$ cat config.mk
export PLATFORM = sky130hd
export DESIGN_NAME = ast_pkt_buffer
export DESIGN_NICKNAME = d
export VERILOG_FILES = /design/src/rtl/ast_pkg.sv /design/src/rtl/ast_buf_mem.sv /design/src/rtl/ast_pkt_buffer.sv
export SDC_FILE = /design/constraint.sdc
export NUM_CORES = 1
export LEC_CHECK = 0
export ABC_AREA = 1
export CORE_ASPECT_RATIO = 1.4
export CORE_MARGIN = 2
export CORE_UTILIZATION = 59
export DETAILED_ROUTE_END_ITERATION = 6
export PLACE_DENSITY = 0.88
export SYNTH_ARGS = -nofsm -noshare
export SYNTH_HDL_FRONTEND = slang
export SYNTH_SLANG_ARGS = --single-unit
$ cat constraint.sdc
create_clock -name clk -period 4.07 [get_ports clk]
set_clock_uncertainty 0.2 [all_clocks]
set_input_delay 0.814 -clock clk [delete_from_list [all_inputs] [get_ports clk]]
set_output_delay 0.814 -clock clk [all_outputs]
set_load 0.02 [all_outputs]
$ cat src/rtl/ast_pkg.sv
// ----------------------------------------------------------------------------
// ast_pkg
//   Shared definitions for the Avalon-ST store-and-forward packet buffer.
//   Contents:
//     state_t              - buffer FSM states (IDLE, RX, DROP, TX)
//     DEF_SYMBOLS_PER_BEAT - default bytes per beat, matches the sorter
//     ast_data_w()         - data width in bits derived from symbols per beat
// ----------------------------------------------------------------------------
package ast_pkg;

    typedef enum logic [1:0] {
        ST_IDLE = 2'd0,
        ST_RX   = 2'd1,
        ST_DROP = 2'd2,
        ST_TX   = 2'd3
    } state_t;

    localparam int DEF_SYMBOLS_PER_BEAT = 2;

    function automatic int ast_data_w(input int symbols);
        return 8 * symbols;
    endfunction

endpackage

$ cat src/rtl/ast_buf_mem.sv
// ----------------------------------------------------------------------------
// ast_buf_mem
//   Simple dual-port packet RAM: one write port, one read port whose output
//   is registered (1-cycle latency). The read register only updates when
//   i_rd_en is high, so the output holds while the consumer stalls.
//   Ports:
//     i_clk      - clock
//     i_wr_en    - write strobe
//     i_wr_addr  - write word address
//     i_wr_data  - write data
//     i_rd_en    - load the read register from i_rd_addr
//     i_rd_addr  - read word address
//     o_rd_data  - registered read data
// ----------------------------------------------------------------------------
module ast_buf_mem #(
    parameter  int DEPTH = 16,
    parameter  int WIDTH = 16,
    localparam int AW    = (DEPTH > 1) ? $clog2(DEPTH) : 1
) (
    input  logic             i_clk,
    input  logic             i_wr_en,
    input  logic [AW-1:0]    i_wr_addr,
    input  logic [WIDTH-1:0] i_wr_data,
    input  logic             i_rd_en,
    input  logic [AW-1:0]    i_rd_addr,
    output logic [WIDTH-1:0] o_rd_data
);

    logic [WIDTH-1:0] r_mem [DEPTH];
    logic [WIDTH-1:0] r_rd_data;

    always_ff @(posedge i_clk) begin
        if (i_wr_en) begin
            r_mem[i_wr_addr] <= i_wr_data;
        end
        if (i_rd_en) begin
            r_rd_data <= r_mem[i_rd_addr];
        end
    end

    assign o_rd_data = r_rd_data;

endmodule

$ cat src/rtl/ast_pkt_buffer.sv
// ----------------------------------------------------------------------------
// ast_pkt_buffer
//   Store-and-forward Avalon-ST packet buffer placed in front of the sorter.
//   One sop/eop-framed packet is captured, its framing and length checked,
//   and it is replayed gap-free on the source side only after eop arrives.
//
//   Ports:
//     clk        - single clock
//     srst_n     - synchronous reset, active low
//     snk_data   - upstream data            snk_valid - upstream valid
//     snk_sop    - upstream start of packet snk_eop   - upstream end of packet
//     snk_ready  - buffer can accept a beat (registered, low only in TX)
//     src_data   - replayed data            src_valid - replayed beat valid
//     src_sop    - first replayed word      src_eop   - last replayed word
//     src_ready  - sorter ready
//     pkt_len    - length of the packet being replayed, stable during TX
//     err        - one-cycle pulse on a framing or length error
//
//   Build option:
//     AST_PKT_BUF_DROP_EN - when defined, an oversize packet is dropped up to
//                           its eop; when undefined it is truncated to
//                           MAX_PKT_LEN words.
//
//   Handshake: a beat transfers on a rising edge where valid and ready are
//   both high. Source outputs (data/sop/eop/valid) hold while src_valid is
//   high and src_ready is low.
// ----------------------------------------------------------------------------
module ast_pkt_buffer
    import ast_pkg::*;
#(
    parameter  int SYMBOLS_PER_BEAT = DEF_SYMBOLS_PER_BEAT,
    parameter  int MAX_PKT_LEN      = 16,
    localparam int DATA_W           = ast_data_w(SYMBOLS_PER_BEAT),
    localparam int LEN_W            = $clog2(MAX_PKT_LEN + 1)
) (
    input  logic              clk,
    input  logic              srst_n,
    input  logic [DATA_W-1:0] snk_data,
    input  logic              snk_valid,
    input  logic              snk_sop,
    input  logic              snk_eop,
    output logic              snk_ready,
    output logic [DATA_W-1:0] src_data,
    output logic              src_valid,
    output logic              src_sop,
    output logic              src_eop,
    input  logic              src_ready,
    output logic [LEN_W-1:0]  pkt_len,
    output logic              err
);

    localparam int               AW        = $clog2(MAX_PKT_LEN);
    localparam logic [LEN_W-1:0] MAX_LEN_C = LEN_W'(MAX_PKT_LEN);
    localparam logic [LEN_W-1:0] ONE_C     = LEN_W'(1);

    // FSM and write side
    state_t             r_state;
    state_t             w_state_nxt;
    logic [LEN_W-1:0]   r_cnt;
    logic [LEN_W-1:0]   w_cnt_nxt;
    logic [LEN_W-1:0]   w_cnt_inc;
    logic [LEN_W-1:0]   r_pkt_len;
    logic [LEN_W-1:0]   w_len_nxt;
    logic               r_err;
    logic               w_err_nxt;
    logic               r_snk_ready;
    logic               w_acc;
    logic               w_wr_en;
    logic [AW-1:0]      w_wr_addr;

    // Read side
    logic [LEN_W-1:0]   r_rd_cnt;
    logic               w_rd_load;
    logic               r_src_valid;
    logic               r_src_sop;
    logic               r_src_eop;
    logic [DATA_W-1:0]  w_rd_data;

    assign w_acc     = snk_valid & r_snk_ready & srst_n;
    assign w_cnt_inc = r_cnt + ONE_C;

    // ------------------------------------------------------------------
    // FSM state register and write-side registers
    // ------------------------------------------------------------------
    always_ff @(posedge clk) begin
        if (!srst_n) begin
            r_state     <= ST_IDLE;
            r_cnt       <= '0;
            r_pkt_len   <= '0;
            r_err       <= 1'b0;
            r_snk_ready <= 1'b1;
        end else begin
            r_state     <= w_state_nxt;
            r_cnt       <= w_cnt_nxt;
            r_pkt_len   <= w_len_nxt;
            r_err       <= w_err_nxt;
            // Registered from the next state so snk_ready tracks the state
            // without any path from snk_valid.
            r_snk_ready <= (w_state_nxt != ST_TX);
        end
    end

    // ------------------------------------------------------------------
    // FSM next-state and write-port decode
    // ------------------------------------------------------------------
    always_comb begin
        w_state_nxt = r_state;
        w_cnt_nxt   = r_cnt;
        w_len_nxt   = r_pkt_len;
        w_err_nxt   = 1'b0;
        w_wr_en     = 1'b0;
        w_wr_addr   = '0;
        case (r_state)
            ST_IDLE, ST_DROP: begin
                if (w_acc) begin
                    if (snk_sop) begin
                        w_wr_en   = 1'b1;
                        w_cnt_nxt = ONE_C;
                        if (snk_eop) begin
                            w_len_nxt   = ONE_C;
                            w_state_nxt = ST_TX;
                        end else begin
                            w_state_nxt = ST_RX;
                        end
                    end else if (r_state == ST_IDLE) begin
                        // Stray beat outside a packet.
                        w_err_nxt = 1'b1;
                    end else if (snk_eop) begin
                        w_state_nxt = ST_IDLE;
                    end
                end
            end
            ST_RX: begin
                if (w_acc) begin
                    if (snk_sop) begin
                        // sop inside a packet: flag it and restart at word 0.
                        w_err_nxt = 1'b1;
                        w_wr_en   = 1'b1;
                        w_cnt_nxt = ONE_C;
                        if (snk_eop) begin
                            w_len_nxt   = ONE_C;
                            w_state_nxt = ST_TX;
                        end else begin
                            w_state_nxt = ST_RX;
                        end
`ifdef AST_PKT_BUF_DROP_EN
                    end else if (r_cnt == MAX_LEN_C) begin
                        // Buffer already full: the packet is oversize and
                        // is discarded through its eop.
                        w_err_nxt   = 1'b1;
                        w_state_nxt = snk_eop ? ST_IDLE : ST_DROP;
`else
                    end else if (!snk_eop && (r_cnt == MAX_LEN_C - ONE_C)) begin
                        // Last free word without eop: close the packet here.
                        w_wr_en     = 1'b1;
                        w_wr_addr   = r_cnt[AW-1:0];
                        w_cnt_nxt   = MAX_LEN_C;
                        w_len_nxt   = MAX_LEN_C;
                        w_err_nxt   = 1'b1;
                        w_state_nxt = ST_TX;
`endif
                    end else begin
                        w_wr_en   = 1'b1;
                        w_wr_addr = r_cnt[AW-1:0];
                        w_cnt_nxt = w_cnt_inc;
                        if (snk_eop) begin
                            w_len_nxt   = w_cnt_inc;
                            w_state_nxt = ST_TX;
                        end
                    end
                end
            end
            ST_TX: begin
                if (r_src_valid && src_ready && r_src_eop) begin
                    w_state_nxt = ST_IDLE;
                end
            end
            default: begin
                w_state_nxt = ST_IDLE;
            end
        endcase
    end

    // ------------------------------------------------------------------
    // Replay: fetch the next word whenever the output register is empty
    // or being consumed this cycle. The RAM read register doubles as the
    // src_data output register.
    // ------------------------------------------------------------------
    assign w_rd_load = (r_state == ST_TX) && (!r_src_valid || src_ready) &&
                       (r_rd_cnt < r_pkt_len);

    always_ff @(posedge clk) begin
        if (!srst_n) begin
            r_rd_cnt    <= '0;
            r_src_valid <= 1'b0;
            r_src_sop   <= 1'b0;
            r_src_eop   <= 1'b0;
        end else if (r_state != ST_TX) begin
            r_rd_cnt    <= '0;
            r_src_valid <= 1'b0;
            r_src_sop   <= 1'b0;
            r_src_eop   <= 1'b0;
        end else if (w_rd_load) begin
            r_rd_cnt    <= r_rd_cnt + ONE_C;
            r_src_valid <= 1'b1;
            r_src_sop   <= (r_rd_cnt == '0);
            r_src_eop   <= (r_rd_cnt == r_pkt_len - ONE_C);
        end else if (src_ready) begin
            r_src_valid <= 1'b0;
            r_src_sop   <= 1'b0;
            r_src_eop   <= 1'b0;
        end
    end

    ast_buf_mem #(
        .DEPTH (MAX_PKT_LEN),
        .WIDTH (DATA_W)
    ) u_mem (
        .i_clk     (clk),
        .i_wr_en   (w_wr_en),
        .i_wr_addr (w_wr_addr),
        .i_wr_data (snk_data),
        .i_rd_en   (w_rd_load),
        .i_rd_addr (r_rd_cnt[AW-1:0]),
        .o_rd_data (w_rd_data)
    );

    assign snk_ready = r_snk_ready;
    assign src_data  = w_rd_data;
    assign src_valid = r_src_valid;
    assign src_sop   = r_src_sop;
    assign src_eop   = r_src_eop;
    assign pkt_len   = r_pkt_len;
    assign err       = r_err;

endmodule

==> run metrics <==
status finished, final reports clean; non-filler cells, final 1299; Final setup viols 0; I/O pins 48; clock sinks 294; IO buf count 47; CTS clk-pin slew, worst paths 80 ps; RR Startpoint r_rd_cnt[0]; Worst-Margin Slew 1170 ps; Tot GR Track Use 26.6%; Fin Setup TNS 0 ps; Layout area overhead 13.0%; RSZ-0062 raised after global routing no; vias in the first global route 8071; CORE AREA 0.0198 mm^2; Fillers 1303; Inserted Diodes 0; Crit path arrival time 3460 ps; cell total after placement 1252; Post-Syn Instances 982; CTS tree built; final hold violation count 0; Sequential Area 0.00861 mm^2; Setup CP Type reg2reg; Critical Path RT 4270 ps; DR iter-0 viols 1088; first-pass GRT wire length 44.5 mm; CTS resizes 0; mapped cell area 0.0119 mm^2; pwr dens 436 mW/mm^2; clk root buf clkbuf_16; Hold Path Cell Cnt 2; Synthesis Warnings 0; DR DRC count 0; share of cells above drive strength 1 8.02%; syn_nets 1014; Row Count 61; compound-gate portion of the synthesized area 11.2%; total of max-cap violations 0; FF+latch count, synth 294; VDD IR-drop max 395 uV; Hold WC Path Type reg2reg; setup ws final 807 ps; nets 1060; setup slack after placement 653 ps; GRT overflow 0; achievable frequency 306 MHz; Bufs on Longest Clock Path 3; cts bufs inserted 26; Die Ht 172 um; post-synthesis adder-cell area fraction 1.05%; pin count of the biggest net entering global routing 101; library cells used by synthesis 33; Final min period 3260 ps; Crit Path Max Fanout 44; die footprint 0.0214 mm^2; H-tree lvl count 1; XOR/XNOR Fraction of Synth Area 0.367%; mean post-synth cell area 12.2 um^2; Die W 124 um; commonest non-fill, non-tap cell in the layout edfxtp_1; Worst-Skew Late Latency 540 ps; Slew HR 21.9%; crit end category register; largest family of logic cells by synthesized area simple AND/OR/NAND/NOR gates; post-DP HPWL 17.7 mm; Vias/cell 6.33; Simple-Gate Fraction of Synth Area 11.9%; multi-input logic area 0.00293 mm^2; mux contribution to synthesized area 0%; Tot Pwr 5880 uW; Initial Utilization 60.2%; R2R cell count 8; drt first pass iters 6; gpl congestion 0.930; CTS Hold Buffers Added 0; Critical Path Start Type register; Final Cycle Share 80.2%; Worst Min Path Start src_sop; LEAKAGE 0.00453 uW; per-cell routed wire length 22.1 um; Via Count 8223; commonest cells after routing, fill and taps aside 272 x edfxtp_1, 196 x nor2_1, 145 x o21ai_0; final WL 28.6 mm; initial antenna violation count 0; Slew Limit Fails 0; reg2reg end r_rd_cnt[4]; hold endpoint src_sop; sequential area share after synthesis 72.1%; reg2reg setup slack 810 ps; DRT antenna net count 0; # Post-CTS Setup Buffers 0
==> state kept, by name, summed over array words and instances (netlist names), 2 cells and up <==
| signal | count |
|---|---|
| u_mem.r_mem | 256 |
| r_rd_cnt | 5 |
| pkt_len | 5 |
| u_mem.o_rd_data | 16 |
| r_state | 2 |
| r_cnt | 5 |
==> per-stage QoR <==
stage	hold WS (ps)	instance area, um^2	util (%)
finish	297	13500	68.0
global route	322	13500	68.0
CTS	295	13500	68.0
detailed placement	288	12700	63.8
global placement	276	12700	63.8
floorplan	235	11900	-
==> cells in the mapped netlist, drive strengths merged <==
cell | instances | share of area (%)
clkbuf | 22 | 0.69
o21ai | 146 | 6.1
xnor2 | 2 | 0.15
o22ai | 32 | 1.7
xor2 | 3 | 0.22
nor2 | 199 | 6.5
edfxtp | 272 | 68
clkinv | 2 | 0.063
dfxtp | 22 | 3.7
a21oi | 21 | 1.0
inv | 39 | 1.2
buf | 29 | 1.4
nand4 | 1 | 0.052
nand2 | 105 | 3.5
ha | 10 | 1.0
a211oi | 3 | 0.19
nor3 | 1 | 0.042
o211ai | 33 | 2.2
nand3 | 40 | 1.8
==> critical path, stage by stage (launching register included) <==
cell      delay [ps]
dfxtp_4          640
clkinv_2         540
ha_1             370
o21ai_0          160
nand2_1           70
nand2_1          250
inv_1            510
nand2_1          230
a21oi_1          120
==> metal layers <==
layer | track usage (%) | wire [um]
met1 | 33.6 | 10400
met2 | 46.7 | 14500
met3 | 3.71 | 2590
met4 | 11.2 | 1150
met5 | 0 | 0
==> power by group <==
group	switching, uW	internal [uW]
logic	96.2	40.7
registers	9.81	3310
clock network	1060	1370
total	1170	4720
==> worst max path at each step <==
stage / end / slack [ps] / from
2_1_floorplan: u_mem.r_mem[3][0] / 1070 / snk_sop
3_3_place_gp: u_mem.r_mem[12][10] / 790 / srst_n
3_5_place_dp: u_mem.r_mem[12][10] / 650 / srst_n
4_1_cts: r_rd_cnt[4] / 860 / r_rd_cnt[0]
5_1_grt: r_rd_cnt[4] / 600 / r_rd_cnt[0]
6_report: r_rd_cnt[4] / 810 / r_rd_cnt[0]
==> layout make-up <==
cell class                 instances  area share (%)
multi-input combinational        596            21.7
clock inverter                    18            1.34
timing repair buffer              69            4.71
clock buffer                      29            4.90
inverter                          41            1.17
sequential                       294            63.8
tap                              252            2.34
==> cell families (layout without fill, tap and decap cells) <==
family | Yosys count | in the layout
XOR/XNOR | 5 | 5
buffers and inverters | 92 | 157
AND/OR/NAND/NOR | 346 | 346
flip-flops | 294 | 294
AO/OA/AOI/OAI | 235 | 235
adder cells (fa/ha/maj) | 10 | 10
Power figures use the tool's default switching activity.
